`src/rtl/top_pkg.sv`:
```
// Bus-wide width constants shared by the TL-UL type definitions.
package top_pkg;

  localparam int TL_AW  = 32;
  localparam int TL_DW  = 32;
  localparam int TL_AIW = 8;
  localparam int TL_DIW = 1;
  localparam int TL_SZW = 2;
  localparam int TL_DBW = TL_DW >> 3;

endpackage

```
`src/rtl/tlul_pkg.sv`:
```
// TL-UL channel structs and opcodes for the A (host to device) and D (device to host) channels.
package tlul_pkg;

  typedef enum logic [2:0] {
    PutFullData    = 3'h0,
    PutPartialData = 3'h1,
    Get            = 3'h4
  } tl_a_op_e;

  typedef enum logic [2:0] {
    AccessAck     = 3'h0,
    AccessAckData = 3'h1
  } tl_d_op_e;

  typedef struct packed {
    logic                          a_valid;
    tl_a_op_e                      a_opcode;
    logic [2:0]                    a_param;
    logic [top_pkg::TL_SZW-1:0]    a_size;
    logic [top_pkg::TL_AIW-1:0]    a_source;
    logic [top_pkg::TL_AW-1:0]     a_address;
    logic [top_pkg::TL_DBW-1:0]    a_mask;
    logic [top_pkg::TL_DW-1:0]     a_data;
    logic                          d_ready;
  } tl_h2d_t;

  typedef struct packed {
    logic                          d_valid;
    tl_d_op_e                      d_opcode;
    logic [2:0]                    d_param;
    logic [top_pkg::TL_SZW-1:0]    d_size;
    logic [top_pkg::TL_AIW-1:0]    d_source;
    logic [top_pkg::TL_DIW-1:0]    d_sink;
    logic [top_pkg::TL_DW-1:0]     d_data;
    logic                          d_error;
    logic                          a_ready;
  } tl_d2h_t;

endpackage

```
`src/rtl/tlul_reg_host.sv`:
```
// TL-UL host adapter: one register request at a time from a req/gnt/rvalid port onto TL-UL,
// with local alignment/mask checks, response checking and a response timeout.
module tlul_reg_host
  import tlul_pkg::*;
#(
  parameter int unsigned AW            = 32,
  parameter int unsigned DW            = 32,
  parameter int unsigned TimeoutCycles = 1024
) (
  input  logic            clk_i,
  input  logic            rst_ni,
  input  logic            req_i,
  input  logic            we_i,
  input  logic [AW-1:0]   addr_i,
  input  logic [DW-1:0]   wdata_i,
  input  logic [DW/8-1:0] be_i,
  output logic            gnt_o,
  output logic            rvalid_o,
  output logic [DW-1:0]   rdata_o,
  output logic            err_o,
  output logic            busy_o,
  output tl_h2d_t         tl_o,
  input  tl_d2h_t         tl_i
);
  localparam int AIW = top_pkg::TL_AIW;
  localparam int TAW = top_pkg::TL_AW;
  localparam int unsigned CW = (TimeoutCycles > 1) ? $clog2(TimeoutCycles) : 1;
  localparam logic [CW-1:0] CntMax = CW'(TimeoutCycles - 1);

  typedef enum logic [1:0] {IDLE, REQ, RSP} state_e;

  state_e            state_q, state_d;
  logic              we_q, we_d;
  logic [TAW-1:0]    addr_q, addr_d;
  logic [DW-1:0]     wdata_q, wdata_d;
  logic [DW/8-1:0]   be_q, be_d;
  logic [AIW-1:0]    src_q, src_d;
  logic [CW-1:0]     cnt_q, cnt_d;
  logic              rvalid_q, rvalid_d;
  logic              err_q, err_d;
  logic [DW-1:0]     rdata_q, rdata_d;
  logic              d_match, d_bad;

  logic unused_d;
  assign unused_d = ^{tl_i.d_param, tl_i.d_size, tl_i.d_sink};

  // src_q already advanced at the A handshake, so the outstanding source is one behind.
  assign d_match = tl_i.d_valid && (tl_i.d_source == (src_q - AIW'(1)));
  assign d_bad   = tl_i.d_error ||
                   (we_q ? (tl_i.d_opcode != AccessAck) : (tl_i.d_opcode != AccessAckData));

  always_comb begin
    state_d  = state_q;
    we_d     = we_q;
    addr_d   = addr_q;
    wdata_d  = wdata_q;
    be_d     = be_q;
    src_d    = src_q;
    cnt_d    = cnt_q;
    rvalid_d = 1'b0;
    err_d    = 1'b0;
    rdata_d  = '0;
    unique case (state_q)
      IDLE: begin
        if (req_i) begin
          if ((addr_i[1:0] != 2'b00) || (we_i && (be_i == '0))) begin
            rvalid_d = 1'b1;
            err_d    = 1'b1;
          end else begin
            state_d = REQ;
            we_d    = we_i;
            addr_d  = TAW'(addr_i);
            wdata_d = we_i ? wdata_i : '0;
            be_d    = we_i ? be_i : '1;
          end
        end
      end
      REQ: begin
        if (tl_i.a_ready) begin
          state_d = RSP;
          src_d   = src_q + AIW'(1);
          cnt_d   = '0;
        end
      end
      RSP: begin
        // A matching beat in the expiry cycle still completes normally.
        if (d_match) begin
          state_d  = IDLE;
          rvalid_d = 1'b1;
          err_d    = d_bad;
          rdata_d  = (!d_bad && !we_q) ? tl_i.d_data : '0;
        end else if ((TimeoutCycles != 0) && (cnt_q == CntMax)) begin
          state_d  = IDLE;
          rvalid_d = 1'b1;
          err_d    = 1'b1;
        end else begin
          cnt_d = cnt_q + CW'(1);
        end
      end
      default: state_d = IDLE;
    endcase
  end

  always_ff @(posedge clk_i) begin
    if (!rst_ni) begin
      state_q  <= IDLE;
      we_q     <= 1'b0;
      addr_q   <= '0;
      wdata_q  <= '0;
      be_q     <= '0;
      src_q    <= '0;
      cnt_q    <= '0;
      rvalid_q <= 1'b0;
      err_q    <= 1'b0;
      rdata_q  <= '0;
    end else begin
      state_q  <= state_d;
      we_q     <= we_d;
      addr_q   <= addr_d;
      wdata_q  <= wdata_d;
      be_q     <= be_d;
      src_q    <= src_d;
      cnt_q    <= cnt_d;
      rvalid_q <= rvalid_d;
      err_q    <= err_d;
      rdata_q  <= rdata_d;
    end
  end

  always_comb begin
    tl_o         = '0;
    tl_o.d_ready = 1'b1;
    if (state_q == REQ) begin
      tl_o.a_valid   = 1'b1;
      tl_o.a_opcode  = !we_q ? Get : ((be_q == '1) ? PutFullData : PutPartialData);
      tl_o.a_size    = top_pkg::TL_SZW'(2);
      tl_o.a_source  = src_q;
      tl_o.a_address = addr_q;
      tl_o.a_mask    = be_q;
      tl_o.a_data    = wdata_q;
    end
  end

  assign gnt_o    = (state_q == IDLE) && req_i;
  assign busy_o   = (state_q != IDLE);
  assign rvalid_o = rvalid_q;
  assign err_o    = err_q;
  assign rdata_o  = rdata_q;

endmodule

```
`config.mk`:
```
export PLATFORM = sky130hd
export DESIGN_NAME = tlul_reg_host
export DESIGN_NICKNAME = d
export VERILOG_FILES = /design/src/rtl/top_pkg.sv /design/src/rtl/tlul_pkg.sv /design/src/rtl/tlul_reg_host.sv
export SDC_FILE = /design/constraint.sdc
export NUM_CORES = 1
export LEC_CHECK = 0
export BUFFER_PORTS_ARGS = -buffer_cell sky130_fd_sc_hd__clkbuf_2
export CAP_MARGIN = 20
export CORE_MARGIN = 1
export CORE_UTILIZATION = 47
export CTS_BUF_LIST = sky130_fd_sc_hd__clkbuf_4 sky130_fd_sc_hd__clkbuf_8 sky130_fd_sc_hd__clkbuf_16
export DETAILED_ROUTE_END_ITERATION = 8
export PLACE_DENSITY = 0.89
export SYNTH_ARGS = -nofsm -noshare
export SYNTH_HDL_FRONTEND = slang
export SYNTH_SLANG_ARGS = --single-unit
```
`constraint.sdc`:
```
create_clock -name clk_i -period 2.7 [get_ports clk_i]
set_input_delay 0.54 -clock clk_i [delete_from_list [all_inputs] [get_ports clk_i]]
set_output_delay 0.54 -clock clk_i [all_outputs]
set_load 0.01 [all_outputs]
```
# Yosys cells after proc, flatten, opt, wreduce, memory -nomap -nowiden
# Index checks and enable logic that the tools add are counted.
# word_totals
ff_bits	123
out_inout_bits	122
# op_classes
addsub	3
n_eq_ne	12
mux	24
bitwise	1
n_reduce_logical	19
# op_table
cell	count
78-bit 2-to-1 mux	1
32-bit 2-to-1 mux	1
10-bit 2-to-1 mux	3
10-bit case mux with 2 select lines	1
4-bit AND reduction	3
10-bit by 1-bit adder with 10-bit output (second input constant)	1
10-bit equality test (second input constant)	1
2-bit 2-to-1 mux	5
2-bit != test (second input constant)	5
8-bit by 1-bit adder with 8-bit output (second input constant)	1
8-bit equality test	1
4-bit 2-to-1 mux	2
8-bit by 1-bit subtractor with 8-bit output (second input constant)	1
1-bit 2-to-1 mux	7
2-bit case mux with 3 select lines	1
2-bit nonzero test	3
4-bit equality test (second input constant)	1
1-bit logical AND	4
4-bit zero test	1
1-bit case mux with 2 select lines	2
3-bit 2-to-1 mux	1
3-bit by 1-bit != test with 1-bit output (second input constant)	1
3-bit != test (second input constant)	1
3-bit AND reduction	1
8 further kinds	10

# Depth between registers and ports, before layout
# Gate-level depths: netlist of the first run.
# depth
ltp_word	6
ltp_mapped	10
depth_no_buf	8

# Least setup slack after synthesis of the first run
# Ideal clock, no wire load.
# synth_timing
kind	flip-flop to flip-flop
startpoint	reg src_q[3]
endpoint	reg cnt_q[8]
arrival_time_ns	2.273
t_required_ns	2.585
path_slack_ns	0.312
path_stages_with_launch	8
path_buffers	1
cell_sequence	dfxtp_1 -> buf_6 -> or3_4 -> or4_1 -> and4b_1 -> o2111a_1 -> or4b_1 -> and3_1
# synth_between
elab_chain_cells	5
# synth_lines
item	line	source
start, declared	tlul_reg_host.sv:37	logic [AIW-1:0] src_q, src_d;
start signal, assigned	tlul_reg_host.sv:122	src_q <= src_d;
8-bit by 1-bit subtractor with 8-bit output	tlul_reg_host.sv:48	assign d_match = tl_i.d_valid && (tl_i.d_source == (src_q - AIW'(1)));
8-bit equality test	tlul_reg_host.sv:48	
1-bit logical AND	tlul_reg_host.sv:48	
2-bit != test (no line)	n/a	
4-bit AND reduction (no line)	n/a	
end signal, assigned	tlul_reg_host.sv:123	cnt_q <= cnt_d;
end, declared	tlul_reg_host.sv:38	logic [CW-1:0] cnt_q, cnt_d;
# Every way passes these cells.
# A chain may end at the register's enable or synchronous reset.

==> metrics.csv, run 1 <==
stage,metric,value,unit
cells_and_area,commonest_non_fill_non_tap_cell_in_the_layout,sky130_fd_sc_hd__clkbuf_2,
logic_synthesis,postSynthCellCount,626,
clocking,worst_setup_hold_path_clk_slew,60,ps
critical_path,cpPeakStageDelay,470,ps
critical_path,worst_setup_path_start_kind,register,
cells_and_area,area_delta_synth_final,35.3,%
min_path,min-delay-path-class,input pin to register,
placed_design,place_worst_setup_slack,212,ps
logic_synthesis,synth_area,5360,um2
clocking,master_cell_of_the_clock_root_buffer,sky130_fd_sc_hd__clkbuf_16,
timing,worstMarginPinSlew,714,ps
clocking,cts_buffer_depth,2,
detailed_routing,routed-via-count,4962,
critical_path,crit_path_max_fanout,43,
cells_and_area,layout_cells_sized_above_1,0.338,
floorplanning,core_footprint,11000,um2
floorplanning,die_x,109,um
clocking,number_of_buffers_added_by_the_clock_tree_synthesis_step,17,
global_route,first_pass_grt_wire_length,22.5,mm
timing,unrepaired_setup_endpoints_after_global_routing,no,
critical_path,criticalPathCategory,register to primary output,
timing,period_minus_slack,2550,ps
clocking,htree_levels,4,
logic_synthesis,post_synth_num_cell_types,49,
timing,skew,11.5,ps
detailed_routing,routed_wl,14.1,mm
critical_path,cp.required,2160,ps
timing,maxClockFrequency,392,MHz
logic_synthesis,yosys-top-cells-area,"sky130_fd_sc_hd__dfxtp_1 (46%), sky130_fd_sc_hd__and2_1 (13%), sky130_fd_sc_hd__a21boi_0 (9.1%)",
job,timing.max_cap.violations,0,
detailed_routing,drt-vias-per-instance,4.98,
placed_design,dp_hpwl,9.67,mm
timing,slew_headroom,0.524,
floorplanning,design.die.area,11800,um2
timing,finalCritPeriodShare,0.944,
timing,finalHoldViolations,0,
power,power_density,629,nW/um2
timing,finalMaxSlewViolations,0,
floorplanning,die_y,109,um
critical_path,crit_slowest_cell,sky130_fd_sc_hd__inv_2,
global_route,grt.total_usage,0.241,
detailed_routing,drt_iter0_markers,199,
detailed_routing,antenna_left,0,
floorplanning,initial_core_util,0.488,
cells_and_area,mostFrequentLayoutCells,"sky130_fd_sc_hd__clkbuf_2 (233), sky130_fd_sc_hd__dfxtp_1 (123), sky130_fd_sc_hd__and2_1 (115)",
power,vdd.ir_drop.worst,0.381,mV
logic_synthesis,yosys.area.top_type_share,0.459,
clocking,cts.sink_count,123,
timing,hold_ws,337,ps
detailed_routing,drt_drc_violations_left,0,
detailed_routing,drt-wirelength-per-cell,14.1,um
critical_path,crit_path_cell_trace,"nand2b_1, inv_2, buf_4, and2_1, clkbuf_2",
critical_path,regToRegSetupSlack,230,ps
global_route,grt_overflow,0,
critical_path,worst_ep_arrival_time,2010,ps
global_route,via_count_of_the_first_global_routing_pass,4710,
timing,setup_violations,0,
outcome,run_status,"complete, no violations",
cells_and_area,num_antenna_cells,0,
placed_design,place.port_buffers,233,
placed_design,routabilityCongestion,0.805,
critical_path,end_kind,primary output,
global_route,antenna_found_initial,0,
clocking,clock_insertion_delay_at_the_later_pin_of_the_skew_report,400,ps
detailed_routing,drt_pre_antenna_iters,4,
power,overall_power,4.57,mW
timing,totalNegativeSetupSlack,0,ps
power,total_leakage_power,3.35,nW
clocking,cts_hold_repair.buffers,0,
clocking,tritoncts_clock_tree,done,
cells_and_area,layout.nets,970,
logic_synthesis,ys_seq_area_frac,0.459,
cells_and_area,final_core_utilization,0.661,
floorplanning,num_rows,38,
global_route,grt_start_max_net_pins,84,
logic_synthesis,syn-mean-instance-area,8.57,um2
timing,worst_slack_setup_final,152,ps
logic_synthesis,synth-warning-count,0,
floorplanning,ios,246,
logic_synthesis,yosys_reg_bits,123,
logic_synthesis,post-synth-top-area-cell,sky130_fd_sc_hd__dfxtp_1,
-- registers in the layout (all words and copies together), names as in the netlist --
| signal | cells |
|---|---|
| addr_q | 32 |
| be_q | 4 |
| cnt_q | 10 |
| err_o | 1 |
| rdata_o | 32 |
| rvalid_o | 1 |
| src_q | 8 |
| state_q | 2 |
| wdata_q | 32 |
| we_q | 1 |
-- cells by family after synthesis --
kind of cell	share of synthesized area
and+or+nand+nor	0.315
other	0.00140
muxes	0.00560
xor gates and xnor gates	0.0245
DFF	0.459
buffers and inverters	0.0492
AOI/OAI and AO/OA	0.138
adders and majority gates	0.00700
-- per-stage QoR --
stage	cell area [um2]	instances
4_1_cts	7250	996
3_3_place_gp	6610	964
5_1_grt	7260	996
3_5_place_dp	6610	964
6_report	7260	996
2_1_floorplan	5380	630
-- cell usage after synthesis, drive strengths merged --
cell	instances
nand2b	2
mux2i	3
and3	6
nor2b	3
nand3	35
a211oi	1
and4b	1
o2111a	1
nor3	4
a21boi	66
a21oi	9
dfxtp	123
nor4b	1
nor4bb	1
clkbuf	43
or3b	2
nand2	111
or4	3
o211a	4
conb	2
and4	2
nand4b	2
a211o	1
o21a	1
xnor2	10
a31o	1
xor2	5
or2	1
or4b	1
nand4	7
buf	11
or3	10
a21o	1
a41oi	1
nand3b	3
o31ai	1
o21bai	2
ha	3
nor2	9
a31oi	1
o211ai	2
and2	115
inv	4
o21ai	11
-- per-layer routing --
metal / global-route usage / vias to the layer above / share of wire
met3: 0.0598 / 20 / 0.048
li1: - / 2490 / -
met1: 0.288 / 2316 / 0.42
met5: 0 / - / 0
met4: 0.0898 / 0 / 0.016
met2: 0.417 / 136 / 0.51
-- final timing paths --
path / endpoint / startpoint / depth (start not counted)
max: tl_o[47] / state_q[0]$_SDFFE_PN0P_ / 5
min: rdata_o[29]$_SDFF_PN0_ / tl_i[31] / 2
max reg2reg: rdata_o[2]$_SDFF_PN0_ / src_q[1]$_SDFFE_PN0P_ / 10
min reg2reg: wdata_q[24]$_SDFFE_PN0P_ / wdata_q[24]$_SDFFE_PN0P_ / 2
-- power by group --
group	switching (mW)	total (mW)	leakage (nW)	internal (mW)
clock network	0.848	2.44	0.304	1.59
logic	0.139	0.266	2.05	0.127
registers	0.0155	1.86	0.994	1.85
total	1.00	4.57	3.35	3.56
-- critical path: cells and delay by family (launching register included) --
kind,cells,cell delay (ps)
flip-flops,1,400
AND/OR/NAND/NOR,2,270
buffers and inverters,3,940
-- final cells by class --
cell class	instances	area [um2]
Inverter	4	15.0
Tap cell	140	175
Fill cell	900	3720
Multi-Input combinational cell	449	2660
Clock inverter	13	191
Clock buffer	19	447
Sequential cell	123	2460
Timing Repair Buffer	248	1300
-- timing repair --
| action | 4_1_cts | 5_1_grt |
|---|---|---|
| setup buffers | 0 | 0 |
| setup endpoints to repair | 0 | 5 |
| hold endpoints to repair | 0 | 0 |
| gates resized for setup | 0 | 1 |
No activity file was read; power rests on OpenSTA's default activity.
==> run 2: changes to the inputs <==
Settings changed: CORE_MARGIN 1 to 3.
==> metrics.csv, run 2 (same netlist as run 1, synthesis figures left out) <==
stage,metric,value,unit,change
timing,finalHoldViolations,0,,unchanged
global_route,grt_start_max_net_pins,84,,unchanged
detailed_routing,antenna_left,0,,unchanged
timing,period_minus_slack,2590,ps,+38.0 ps
timing,unrepaired_setup_endpoints_after_global_routing,no,,
timing,finalCritPeriodShare,0.958,,+0.0141
timing,setup_violations,0,,unchanged
cells_and_area,sequential_cell_area,2460,um2,unchanged
placed_design,place_worst_setup_slack,-14.8,ps,-227 ps
timing,maxClockFrequency,387,MHz,-1.5%
placed_design,dp_hpwl,10.2,mm,+5.3%
placed_design,place.port_buffers,233,,unchanged
critical_path,crit_slowest_cell,sky130_fd_sc_hd__or4_1,,
cells_and_area,commonest_non_fill_non_tap_cell_in_the_layout,sky130_fd_sc_hd__clkbuf_2,,
outcome,run_status,"complete, no violations",,
timing,skew,7.54,ps,-3.91 ps
min_path,hold_path_startpoint,tl_i[29],,
critical_path,cpPeakStageDelay,430,ps,-40 ps
cells_and_area,multi_input_comb_area,2670,um2,about the same
cells_and_area,area_delta_synth_final,34.7,%,
detailed_routing,drt_iter0_markers,268,,+35%
cells_and_area,num_antenna_cells,0,,unchanged
critical_path,cp.required,2990,ps,+830 ps
critical_path,critical-path-top-delay-family,simple AND/OR/NAND/NOR gates,,
detailed_routing,drt_drc_violations_left,0,,unchanged
power,overall_power,4.46,mW,-2.4%
floorplanning,die_x,113,um,+3.7%
critical_path,worst_setup_path_start_kind,register,,
floorplanning,ios,246,,unchanged
critical_path,worst-path-buf-inv,1,,-2
power,total_leakage_power,3.33,nW,-0.59%
clocking,cts_buffer_depth,2,,unchanged
timing,worstMarginPinSlew,739,ps,+24.4 ps
power,vdd.ir_drop.worst,0.462,mV,+21%
detailed_routing,drt-wirelength-per-cell,14.4,um,+1.9%
floorplanning,initial_core_util,0.488,,unchanged
clocking,number_of_buffers_added_by_the_clock_tree_synthesis_step,17,,unchanged
cells_and_area,layout_cells_sized_above_1,0.339,,+0.00117
power,combinationalPowerShare,0.060,,+0.002
power,netSwitchingPower,0.953,mW,-4.9%
power,power_frac_seq,0.418,,+0.010
clocking,cts_hold_repair.buffers,0,,unchanged
placed_design,dp.cells,964,,unchanged
critical_path,critPathLaunch,src_q[2]$_SDFFE_PN0P_,,
power,power.clock.fraction,0.522,,-0.012
cells_and_area,fin_cells,996,,unchanged
floorplanning,num_rows,38,,unchanged
cells_and_area,mostFrequentLayoutCells,"sky130_fd_sc_hd__clkbuf_2 (233), sky130_fd_sc_hd__dfxtp_1 (123), sky130_fd_sc_hd__and2_1 (114)",,
cells_and_area,layout.nets,970,,unchanged
clocking,master_cell_of_the_clock_root_buffer,sky130_fd_sc_hd__clkbuf_16,,
placed_design,routabilityCongestion,0.815,,+1.3%
global_route,first_pass_grt_wire_length,22.9,mm,+1.7%
global_route,antenna_found_initial,0,,unchanged
clocking,cts.sink_count,123,,unchanged
global_route,via_count_of_the_first_global_routing_pass,4764,,+1.1%
job,timing.max_cap.violations,0,,unchanged
critical_path,rr_startpoint,src_q[2]$_SDFFE_PN0P_,,
min_path,min-delay-path-class,input pin to register,,
power,power_density,617,nW/um2,-1.9%
critical_path,worst_ep_arrival_time,2870,ps,+860 ps
floorplanning,core_footprint,11000,um2,unchanged
global_route,grt.total_usage,0.221,,-0.0202
critical_path,crit_path_cell_trace,"or3_4, or4_1, and4b_1, o2111a_1, buf_4, or3b_4, mux2i_1",,
clocking,tritoncts_clock_tree,done,,
global_route,grt_overflow,0,,unchanged
detailed_routing,drt-vias-per-instance,4.98,,about the same
critical_path,end_kind,register,,
timing,finalMaxSlewViolations,0,,unchanged
power,power_report.internal_total,3.50,mW,-1.7%
clocking,clock_insertion_delay_at_the_later_pin_of_the_skew_report,400,ps,about the same
timing,slew_headroom,0.507,,-0.0163
cells_and_area,finish.instance_area,7230,um2,-0.45%
timing,worst_slack_setup_final,114,ps,-38.0 ps
cells_and_area,filler_cell_count,901,,+0.11%
power,power_switching_share,0.214,,-0.00555
floorplanning,die_y,113,um,+3.7%
clocking,worst_setup_hold_path_clk_slew,60,ps,about the same
detailed_routing,routed-via-count,4958,,-0.081%
critical_path,criticalPathCategory,register to register,,
detailed_routing,drt_pre_antenna_iters,4,,unchanged
placed_design,dpl_cell_area,6600,um2,-0.19%
detailed_routing,routed_wl,14.3,mm,+1.9%
floorplanning,design.die.area,12700,um2,+7.5%
critical_path,crit_path_max_fanout,11,,-74%
clocking,htree_levels,4,,unchanged
run 2: worst paths after layout:
| check | slack (ps) | depth (start not counted) | to |
|---|---|---|---|
| max | 110 | 7 | cnt_q[0]$_SDFFE_PN0P_ |
| min | 340 | 2 | rdata_o[27]$_SDFF_PN0_ |
| max reg2reg | 110 | 7 | cnt_q[0]$_SDFFE_PN0P_ |
| min reg2reg | 460 | 2 | wdata_q[27]$_SDFFE_PN0P_ |
run 2: layout make-up:
class,count,area share
repair buffers,248,0.179
clock buffers,21,0.0656
flip-flops and latches,123,0.341
well taps,140,0.0242
inverters,4,0.00208
multi-input cells,449,0.369
clock inverters,11,0.0197
run 2: routing by layer:
layer,vias to the layer above,share of wire,wire [um],track usage
met4,0,0.026,367,0.0978
li1,2496,-,-,-
met2,153,0.50,7230,0.376
met3,33,0.074,1070,0.0754
met5,-,0,0,0
met1,2276,0.39,5660,0.251
run 2: power groups by stage:
stage / Clock, mW / Combinational, mW / Sequential (mW)
2_1_floorplan: 0 / 0.141 / 1.90
3_3_place_gp: 0 / 0.262 / 1.90
3_5_place_dp: 0 / 0.265 / 1.90
4_1_cts: 2.36 / 0.267 / 1.86
5_1_grt: 2.45 / 0.297 / 1.87
6_report: 2.33 / 0.266 / 1.86
run 2: what timing repair did:
item / CTS / global route
buffers inserted: 0 / 0
gates resized for setup: 1 / 1
endpoints found under the setup margin: 32 / 4
run 2: worst reg2reg max path, cell delays in order, from the launching register on:
cell	delay, ps
sky130_fd_sc_hd__dfxtp_1	310
sky130_fd_sc_hd__or3_4	390
sky130_fd_sc_hd__or4_1	430
sky130_fd_sc_hd__and4b_1	210
sky130_fd_sc_hd__o2111a_1	350
sky130_fd_sc_hd__buf_4	220
sky130_fd_sc_hd__or3b_4	420
sky130_fd_sc_hd__mux2i_1	130
run 2: metrics by stage:
stage	hold WS [ps]	utilization	TNS, ps
after floorplan	436	-	0
after global placement	445	0.601	0
after detailed placement	452	0.601	-37.7
after CTS	320	0.657	0
after global routing	323	0.658	0
final	337	0.658	0
